--- src/rtl/mr_accumulator_sequencer_if.sv ---
// Bus bundle between the accumulator sequencer (master) and its environment:
// instruction handshake, memory port and arithmetic-unit lines.
interface mr_accumulator_sequencer_if #(
  parameter int ADDR_W = 8,
  parameter int DATA_W = 16
);
  logic              INSTR_VALID;
  logic              INSTR_READY;
  logic [2:0]        INSTR_OP;
  logic [ADDR_W-1:0] INSTR_ADDR;
  logic              MEM_RD;
  logic              MEM_WR;
  logic [ADDR_W-1:0] MEM_ADDR;
  logic [DATA_W-1:0] MEM_WDATA;
  logic [DATA_W-1:0] MEM_RDATA;
  logic              MEM_ACK;
  logic              O2;
  logic              O1;
  logic              O0;
  logic [DATA_W-1:0] D_OUT;
  logic [DATA_W-1:0] ACC_OUT;
  logic [DATA_W-1:0] AH_ACC;
  logic              ZFLAG;
  logic              RETIRE;
  logic [15:0]       RETIRED;

  modport master (
    input  INSTR_VALID, INSTR_OP, INSTR_ADDR, MEM_RDATA, MEM_ACK, AH_ACC,
    output INSTR_READY, MEM_RD, MEM_WR, MEM_ADDR, MEM_WDATA,
           O2, O1, O0, D_OUT, ACC_OUT, ZFLAG, RETIRE, RETIRED
  );

  modport slave (
    output INSTR_VALID, INSTR_OP, INSTR_ADDR, MEM_RDATA, MEM_ACK, AH_ACC,
    input  INSTR_READY, MEM_RD, MEM_WR, MEM_ADDR, MEM_WDATA,
           O2, O1, O0, D_OUT, ACC_OUT, ZFLAG, RETIRE, RETIRED
  );
endinterface

--- src/rtl/mr_accumulator_sequencer.sv ---
// Instruction sequencer and accumulator holder around the mrarithmeticunit
// datapath: fetches operands, drives the unit, registers its result.
module mr_accumulator_sequencer #(
  parameter int ADDR_W = 8,
  parameter int DATA_W = 16
) (
  input  logic                        CLK,
  input  logic                        RESET,
  mr_accumulator_sequencer_if.master  bus
);

  localparam logic [2:0] OP_ADD   = 3'b000;
  localparam logic [2:0] OP_SUB   = 3'b001;
  localparam logic [2:0] OP_LOAD  = 3'b100;
  localparam logic [2:0] OP_STORE = 3'b101;
  localparam logic [2:0] OP_IDLE  = 3'b110;

  typedef enum logic [1:0] {
    S_IDLE,
    S_FETCH,
    S_EXEC,
    S_WRITE
  } state_t;

  state_t              state_q, state_d;
  logic [2:0]          op_q, op_d;
  logic [ADDR_W-1:0]   addr_q, addr_d;
  logic [DATA_W-1:0]   opnd_q, opnd_d;
  logic [DATA_W-1:0]   acc_q, acc_d;
  logic                zflag_q, zflag_d;
  logic                retire_q, retire_d;
  logic [15:0]         retired_q, retired_d;

  always_comb begin
    state_d   = state_q;
    op_d      = op_q;
    addr_d    = addr_q;
    opnd_d    = opnd_q;
    acc_d     = acc_q;
    retire_d  = 1'b0;
    retired_d = retired_q;
    unique case (state_q)
      S_IDLE: begin
        if (bus.INSTR_VALID) begin
          op_d   = bus.INSTR_OP;
          addr_d = bus.INSTR_ADDR;
          if (bus.INSTR_OP == OP_ADD || bus.INSTR_OP == OP_SUB ||
              bus.INSTR_OP == OP_LOAD) begin
            state_d = S_FETCH;
          end else if (bus.INSTR_OP[2:1] == 2'b01) begin
            state_d = S_EXEC;
          end else if (bus.INSTR_OP == OP_STORE) begin
            state_d = S_WRITE;
          end else begin
            // NOP retires on the accepting edge and never leaves IDLE
            retire_d  = 1'b1;
            retired_d = retired_q + 16'd1;
          end
        end
      end
      S_FETCH: begin
        if (bus.MEM_ACK) begin
          opnd_d  = bus.MEM_RDATA;
          state_d = S_EXEC;
        end
      end
      S_EXEC: begin
        acc_d     = (op_q == OP_LOAD) ? opnd_q : bus.AH_ACC;
        retire_d  = 1'b1;
        retired_d = retired_q + 16'd1;
        state_d   = S_IDLE;
      end
      S_WRITE: begin
        if (bus.MEM_ACK) begin
          retire_d  = 1'b1;
          retired_d = retired_q + 16'd1;
          state_d   = S_IDLE;
        end
      end
      default: state_d = S_IDLE;
    endcase
    zflag_d = (acc_d == '0);
  end

  always_ff @(posedge CLK) begin
    if (RESET) begin
      state_q   <= S_IDLE;
      op_q      <= '0;
      addr_q    <= '0;
      opnd_q    <= '0;
      acc_q     <= '0;
      zflag_q   <= 1'b1;
      retire_q  <= 1'b0;
      retired_q <= '0;
    end else begin
      state_q   <= state_d;
      op_q      <= op_d;
      addr_q    <= addr_d;
      opnd_q    <= opnd_d;
      acc_q     <= acc_d;
      zflag_q   <= zflag_d;
      retire_q  <= retire_d;
      retired_q <= retired_d;
    end
  end

  logic       in_exec;
  logic [2:0] alu_op;

  assign in_exec = (state_q == S_EXEC);
  assign alu_op  = in_exec ? op_q : OP_IDLE;

  assign bus.INSTR_READY = (state_q == S_IDLE);
  assign bus.MEM_RD      = (state_q == S_FETCH);
  assign bus.MEM_WR      = (state_q == S_WRITE);
  assign bus.MEM_ADDR    = (state_q == S_FETCH || state_q == S_WRITE) ? addr_q : '0;
  assign bus.MEM_WDATA   = (state_q == S_WRITE) ? acc_q : '0;
  assign bus.O2          = alu_op[2];
  assign bus.O1          = alu_op[1];
  assign bus.O0          = alu_op[0];
  // CLR drives a zero operand even though the operand register is stale
  assign bus.D_OUT       = (in_exec && op_q[2:1] != 2'b01) ? opnd_q : '0;
  assign bus.ACC_OUT     = acc_q;
  assign bus.ZFLAG       = zflag_q;
  assign bus.RETIRE      = retire_q;
  assign bus.RETIRED     = retired_q;

endmodule

--- src/flat_wrapper.sv ---
// flat-port wrapper written by rule: the top's interface ports become plain ports
module mr_accumulator_sequencer_flat 
#(
  parameter int ADDR_W = 8,
  parameter int DATA_W = 16
)
  (CLK, RESET, bus_INSTR_VALID, bus_INSTR_OP, bus_INSTR_ADDR, bus_MEM_RDATA, bus_MEM_ACK, bus_AH_ACC, bus_INSTR_READY, bus_MEM_RD, bus_MEM_WR, bus_MEM_ADDR, bus_MEM_WDATA, bus_O2, bus_O1, bus_O0, bus_D_OUT, bus_ACC_OUT, bus_ZFLAG, bus_RETIRE, bus_RETIRED);
  mr_accumulator_sequencer_if #(.ADDR_W(ADDR_W), .DATA_W(DATA_W)) bus_i ();
  input  logic CLK;
  input  logic RESET;
  input wire logic [$bits(bus_i.INSTR_VALID)-1:0] bus_INSTR_VALID;
  input wire logic [$bits(bus_i.INSTR_OP)-1:0] bus_INSTR_OP;
  input wire logic [$bits(bus_i.INSTR_ADDR)-1:0] bus_INSTR_ADDR;
  input wire logic [$bits(bus_i.MEM_RDATA)-1:0] bus_MEM_RDATA;
  input wire logic [$bits(bus_i.MEM_ACK)-1:0] bus_MEM_ACK;
  input wire logic [$bits(bus_i.AH_ACC)-1:0] bus_AH_ACC;
  output wire logic [$bits(bus_i.INSTR_READY)-1:0] bus_INSTR_READY;
  output wire logic [$bits(bus_i.MEM_RD)-1:0] bus_MEM_RD;
  output wire logic [$bits(bus_i.MEM_WR)-1:0] bus_MEM_WR;
  output wire logic [$bits(bus_i.MEM_ADDR)-1:0] bus_MEM_ADDR;
  output wire logic [$bits(bus_i.MEM_WDATA)-1:0] bus_MEM_WDATA;
  output wire logic [$bits(bus_i.O2)-1:0] bus_O2;
  output wire logic [$bits(bus_i.O1)-1:0] bus_O1;
  output wire logic [$bits(bus_i.O0)-1:0] bus_O0;
  output wire logic [$bits(bus_i.D_OUT)-1:0] bus_D_OUT;
  output wire logic [$bits(bus_i.ACC_OUT)-1:0] bus_ACC_OUT;
  output wire logic [$bits(bus_i.ZFLAG)-1:0] bus_ZFLAG;
  output wire logic [$bits(bus_i.RETIRE)-1:0] bus_RETIRE;
  output wire logic [$bits(bus_i.RETIRED)-1:0] bus_RETIRED;
  assign bus_i.INSTR_VALID = bus_INSTR_VALID;
  assign bus_i.INSTR_OP = bus_INSTR_OP;
  assign bus_i.INSTR_ADDR = bus_INSTR_ADDR;
  assign bus_i.MEM_RDATA = bus_MEM_RDATA;
  assign bus_i.MEM_ACK = bus_MEM_ACK;
  assign bus_i.AH_ACC = bus_AH_ACC;
  assign bus_INSTR_READY = bus_i.INSTR_READY;
  assign bus_MEM_RD = bus_i.MEM_RD;
  assign bus_MEM_WR = bus_i.MEM_WR;
  assign bus_MEM_ADDR = bus_i.MEM_ADDR;
  assign bus_MEM_WDATA = bus_i.MEM_WDATA;
  assign bus_O2 = bus_i.O2;
  assign bus_O1 = bus_i.O1;
  assign bus_O0 = bus_i.O0;
  assign bus_D_OUT = bus_i.D_OUT;
  assign bus_ACC_OUT = bus_i.ACC_OUT;
  assign bus_ZFLAG = bus_i.ZFLAG;
  assign bus_RETIRE = bus_i.RETIRE;
  assign bus_RETIRED = bus_i.RETIRED;
  mr_accumulator_sequencer #(.ADDR_W(ADDR_W), .DATA_W(DATA_W)) u_core (.CLK(CLK), .RESET(RESET), .bus(bus_i));
endmodule
--- config.mk ---
export PLATFORM = sky130hd
export DESIGN_NAME = mr_accumulator_sequencer_flat
export DESIGN_NICKNAME = d
export VERILOG_FILES = /design/src/rtl/mr_accumulator_sequencer_if.sv /design/src/rtl/mr_accumulator_sequencer.sv /design/src/flat_wrapper.sv
export SDC_FILE = /design/constraint.sdc
export NUM_CORES = 1
export LEC_CHECK = 0
export CORE_UTILIZATION = 45
export DETAILED_ROUTE_END_ITERATION = 10
export PLACE_DENSITY = 0.85
export SYNTH_ARGS = -nofsm -noshare
export SYNTH_HDL_FRONTEND = slang
export SYNTH_SLANG_ARGS = --single-unit
--- constraint.sdc ---
create_clock -name CLK -period 3.3 [get_ports CLK]
set_input_delay 0.33 -clock CLK [delete_from_list [all_inputs] [get_ports CLK]]
set_output_delay 0.33 -clock CLK [all_outputs]
set_load 0.05 [all_outputs]
; Word-level counts from Yosys, hierarchy flattened
; Cells that the tools add are included.
[op_classes]
muxes = 25
n_addsub = 1
n_eq_ne = 16
reduce_logical = 12
[op_table]
columns = operator, n
row1 = $mux W16, 9
row2 = $pmux W16 S3, 1
row3 = $add A16 B1 Y16 const B, 1
row4 = $logic_not A16 Y1, 1
row5 = $mux W2, 6
row6 = $ne A2 B2 Y1 const B, 6
row7 = $eq A3 B3 Y1 const B, 3
row8 = $mux W8, 1
row9 = $pmux W2 S4, 1
row10 = $reduce_and A6 Y1, 1
row11 = $mux W1, 5
row12 = $eq A2 B1 Y1 const B, 2
row13 = $eq A2 B2 Y1 const B, 2
row14 = $ne A4 B1 Y1 const B, 1
row15 = $reduce_and A2 Y1, 2
row16 = $reduce_and A4 Y1, 1
row17 = $eq A3 B1 Y1 const B, 1
row18 = $logic_not A3 Y1, 1
row19 = $logic_or A1 B1 Y1, 3
row20 = $mux W3, 1
row21 = $pmux W1 S3, 1
row22 = $reduce_bool A3 Y1, 1
row23 = $logic_not A2 Y1, 1
row24 = $ne A2 B1 Y1 const B, 1
row25 = $logic_and A1 B1 Y1, 1
[totals]
inputBits = 47
ff_bits = 63
output_inout_bits = 80

; Longest topological paths before layout
[logic_depth]
depth_word = 6
ltp_mapped = 8
mapped_depth_nobuf = 6

; Least setup slack after synthesis
; OpenSTA, ideal clock, no wires.
[synth_timing]
kind = register to register
start = register u_core.state_q[0]
end = register u_core.opnd_q[3]
arrival_ns = 2.001
synth_period_minus_slack_ns = 2.072
path_buffers = 2
path_stages_with_launch = 8
slack_ns = 1.228
required_ns = 3.229
path_cell_list = dfxtp_1 > inv_1 > nor2_1 > and2_1 > clkbuf_1 > clkbuf_1 > nand2_1 > a21oi_1
[synth_between]
elab_chain_cells = 2
[synth_rtl]
columns = item, line_no
row1 = start: declaration, mr_accumulator_sequencer.sv:25  ; state_t state_q, state_d;
row2 = start signal: assignment, mr_accumulator_sequencer.sv:96  ; state_q <= state_d;
row3 = $eq A2 B1 Y1, --
row4 = net bus_MEM_RD, flat_wrapper.sv:18  ; output wire logic [$bits(bus_i.MEM_RD)-1:0] bus_MEM_RD;
row5 = $reduce_and A2 Y1 (no line), --
row6 = end signal: assignment, mr_accumulator_sequencer.sv:99  ; opnd_q <= opnd_d;
row7 = end: declaration, mr_accumulator_sequencer.sv:28  ; logic [DATA_W-1:0] opnd_q, opnd_d;
; The timed path passes the listed nets, and every way through them passes these cells.
; A chain may end at the register's enable or synchronous reset.

; Final worst setup path
[layout_timing]
start = register u_core.state_q[0]
end = output port bus_MEM_RD
[layout_between]
elab_chain_cells = 1
[layout_rtl]
columns = item, line_no
row1 = $eq A2 B1 Y1, mr_accumulator_sequencer.sv:114  ; assign bus.MEM_RD = (state_q == S_FETCH);
row2 = end: declaration, flat_wrapper.sv:18
; Every way passes these cells.

==> impl_metrics.py <==
metrics = {
    "die": {
        "starting_utilization_of_the_core_area_pct": 48.00,
        "fp.dieW_um": 82.40,
        "ioPinCount": 127,
        "full_die_area_um2": 6790,
        "floorplan.rows": 28,
        "core-area_um2": 6061,
        "chipHeight_um": 82.40,
    },
    "clock_network": {
        "postCtsResizedCells": 0,
        "number_of_buffers_created_by_cts": 9,
        "tritoncts": "done",
        "root_buffer_master": "clkbuf_8",
        "cts.path.max_buffers": 2,
        "cts_setup_buffers": 0,
        "cts.reportedPaths.clkPinSlew_ns": 0.07,
        "cts-hold-fix-buffers": 0,
        "clock-sinks": 63,
        "clk-insertion-delay-late_ns": 0.34,
        "ctsHtreeMaxLevel": 3,
    },
    "power_and_ir_drop": {
        "switchingPower_mw": 0.5814,
        "clock_power_share_pct": 34.0,
        "power_per_cell_area_nw_per_um2": 420.4,
        "fraction_of_power_consumed_by_sequential_logic_pct": 44.4,
        "internal-power_mw": 1.312,
        "power.combinational.fraction_pct": 21.6,
        "power.ir.vdd_worst_uv": 335.7,
        "power_leakage_nw": 1.734,
        "p_sw_share_pct": 30.71,
    },
    "route": {
        "postRouteAntennaNets": 0,
        "viasPerCell": 5.143,
        "route.final.wire_length_um": 8339,
        "route.detailed.wl_per_inst_um": 14.55,
        "drc": 0,
        "first_iter_violations": 168,
        "first_pass_iters": 4,
        "dr_total_vias": 2947,
    },
    "cells_and_area": {
        "drive_gt1_share_pct": 7.831,
        "num-fill-cells": 483,
        "syn_to_final_growth_pct": 54.80,
        "final_net_count": 541,
        "seqCellArea_um2": 1261,
        "layout.cell_area.non_filler_um2": 4503,
        "multiInputGateArea_um2": 1520,
        "antennaDiodeCount": 0,
    },
    "setup_path": {
        "cp_slowest_stage_delay_ns": 0.87,
        "crit_path_start_kind": "flop",
        "cp_num_buf_inv": 2,
        "crit_arrival_ns": 2.48,
        "critPathRequiredTime_ns": 2.97,
        "cp-end-kind": "primary output",
        "setup_slack_reg_to_reg_ns": 0.90,
        "critical_path_class": "reg -> out",
        "worst_path_max_delay_cell": "dfxtp_1",
        "critical_path.max_fanout": 31,
        "setup.worst_path.start": "u_core.state_q[0]$_SDFFE_PP0P_",
        "crit_family": "buffers and inverters",
        "crit-reg2reg-launch": "u_core.state_q[1]$_SDFFE_PP0P_",
        "crit_chain": "inv_1 -> nor2_1 -> clkdlybuf4s50_1",
    },
    "global_routing": {
        "grt_use_met2_pct": 42.73,
        "number_of_antenna_violations_at_the_first_check_in_global_routing": 0,
        "busiest_layer": "met2",
        "grt_pass1_vias": 2736,
        "globalRouteOverflowTotal": 0,
        "grt_use_met1_pct": 31.08,
        "grt_pass1_wl_um": 12990,
        "grt_util_met3_pct": 7.582,
        "grt_start_max_net_pins": 64,
        "global_route.usage.total_pct": 25.59,
    },
    "synth": {
        "post_synth_instance_area_um2": 2909,
        "yosys_register_bits": 63,
        "synth_top_cells_by_count": "nand2_1, dfxtp_1, nor2_1",
        "synth_cells": 380,
        "most_numerous_cell_in_the_yosys_netlist": "nand2_1",
        "ys_top_cells_by_area": "dfxtp_1, nand2_1, and2_1, a21oi_1, nor2_1",
        "netlist.area_leader.share_pct": 43.35,
        "synth.avg_cell_area_um2": 7.655,
        "synth_seq_area_share_pct": 43.35,
        "syn-num-nets": 428,
        "synthArstFlopShare_pct": 0,
        "cell_variety_after_synth": 35,
        "synth_top_area_cell": "dfxtp_1",
        "synth-warning-count": 0,
        "synth-main-ff-cell": "dfxtp_1",
        "number_of_synthesized_flops_with_an_enable_pin": 0,
    },
    "sta": {
        "clock_skew_ns": 0.008934,
        "grt_setup_unrepaired": "false",
        "worst_slew_margin_rel_pct": 25.19,
        "setup_slack_ns": 0.4913,
        "finalHoldViolations": 0,
        "worst_pin_slew_ns": 1.122,
        "timing.fmax_ghz": 0.3560,
        "final_min_period_ns": 2.809,
        "final.setup.tns_ns": 0,
        "final_cycle_share_pct": 85.11,
        "slew_violations": 0,
        "finalSetupViolations": 0,
    },
    "place": {
        "detailedPlace.worstSlack_ns": 0.8750,
        "postPlaceCellArea_um2": 4314,
        "hpwl_um": 6108,
        "port-buffer-count": 126,
        "gp_congestion": 0.8690,
    },
    "min_path": {
        "startpoint_of_the_lowest_slack_hold_path": "u_core.addr_q[0]$_SDFFE_PP0P_",
        "worstHoldPathType": "reg -> reg",
    },
    "run_status": {
        "outcome": "complete, no violations",
    },
    "run": {
        "max_cap_violations": 0,
    },
}
[sequential cells by signal, indices dropped and copies added, names as in the netlist]
| register | cells |
|---|---|
| u_core.bus.ACC_OUT | 16 |
| u_core.bus.RETIRED | 16 |
| u_core.opnd_q | 16 |
| u_core.addr_q | 8 |
| u_core.op_q | 3 |
| u_core.state_q | 2 |
| u_core.bus.RETIRE | 1 |
| u_core.bus.ZFLAG | 1 |
[worst min-delay path, cell delays in order, from the launching register on]
cell	delay (ns)
dfxtp_1	0.31
nand2_1	0.05
a21oi_1	0.05
[through the flow]
stage	instances	hold slack (ns)	utilization, %	power, mW
2_1_floorplan	380	0.4317	-	1.108
3_5_place_dp	557	0.4469	71.18	1.263
5_1_grt	573	0.4758	74.30	1.971
4_1_cts	573	0.4563	74.30	1.902
6_report	573	0.4552	74.30	1.893
3_3_place_gp	557	0.4381	71.18	1.252
[cell families after synthesis]
logic type,count (synthesis),share of synthesized area [%]
AO/OA/AOI/OAI,52,10.58
XOR/XNOR,14,4.215
adder cells (fa/ha/maj),1,0.4300
buffers and inverters,29,4.473
flip-flops,63,43.35
multiplexers,2,0.6882
AND/OR/NAND/NOR,219,36.26
[layout make-up]
type | count | share of cell area [%]
multi-input cells | 288 | 33.76
repair buffers | 127 | 31.62
clock inverters | 6 | 1.361
inverters | 4 | 0.3334
flip-flops and latches | 63 | 28.01
clock buffers | 10 | 2.834
well taps | 75 | 2.084
[final timing paths]
kind                              endpoint  cells past startpoint
max reg2reg    u_core.bus.ZFLAG$_SDFF_PP1_                      6
min          u_core.addr_q[0]$_SDFFE_PP0P_                      2
min reg2reg  u_core.addr_q[0]$_SDFFE_PP0P_                      2
max                             bus_MEM_RD                      3
[layout by cell type, fill, tap and decap left out, types with 4 or more instances in the layout]
| cell type | netlist | final |
|---|---|---|
| xor2_1 | 9 | 9 |
| clkdlybuf4s50_1 | 0 | 109 |
| dfxtp_1 | 63 | 63 |
| nand4_1 | 5 | 5 |
| a21oi_1 | 29 | 29 |
| and2_1 | 28 | 28 |
| nand3_1 | 7 | 7 |
| clkbuf_8 | 0 | 9 |
| nor2_1 | 36 | 36 |
| and3_1 | 19 | 19 |
| xnor2_1 | 5 | 5 |
| inv_1 | 4 | 4 |
| nand2_1 | 94 | 94 |
| a31oi_1 | 14 | 14 |
| buf_12 | 0 | 16 |
| nor2b_1 | 16 | 15 |
[layer usage]
metal  vias to the layer above  wire, um  share of wire [%]
met5                         -         0                  0
met4                         0       176                2.1
met3                        14       547                6.6
met2                       111      4062                 49
met1                      1340      3552                 43
li1                       1482         -                  -
[power by group through the flow]
stage | logic (mW) | registers [mW] | clock network [mW]
floorplan | 0.187 | 0.922 | 0
global placement | 0.398 | 0.854 | 0
detailed placement | 0.406 | 0.857 | 0
CTS | 0.409 | 0.839 | 0.654
global route | 0.438 | 0.846 | 0.688
finish | 0.410 | 0.840 | 0.644
No activity file was read; power rests on OpenSTA's default activity.
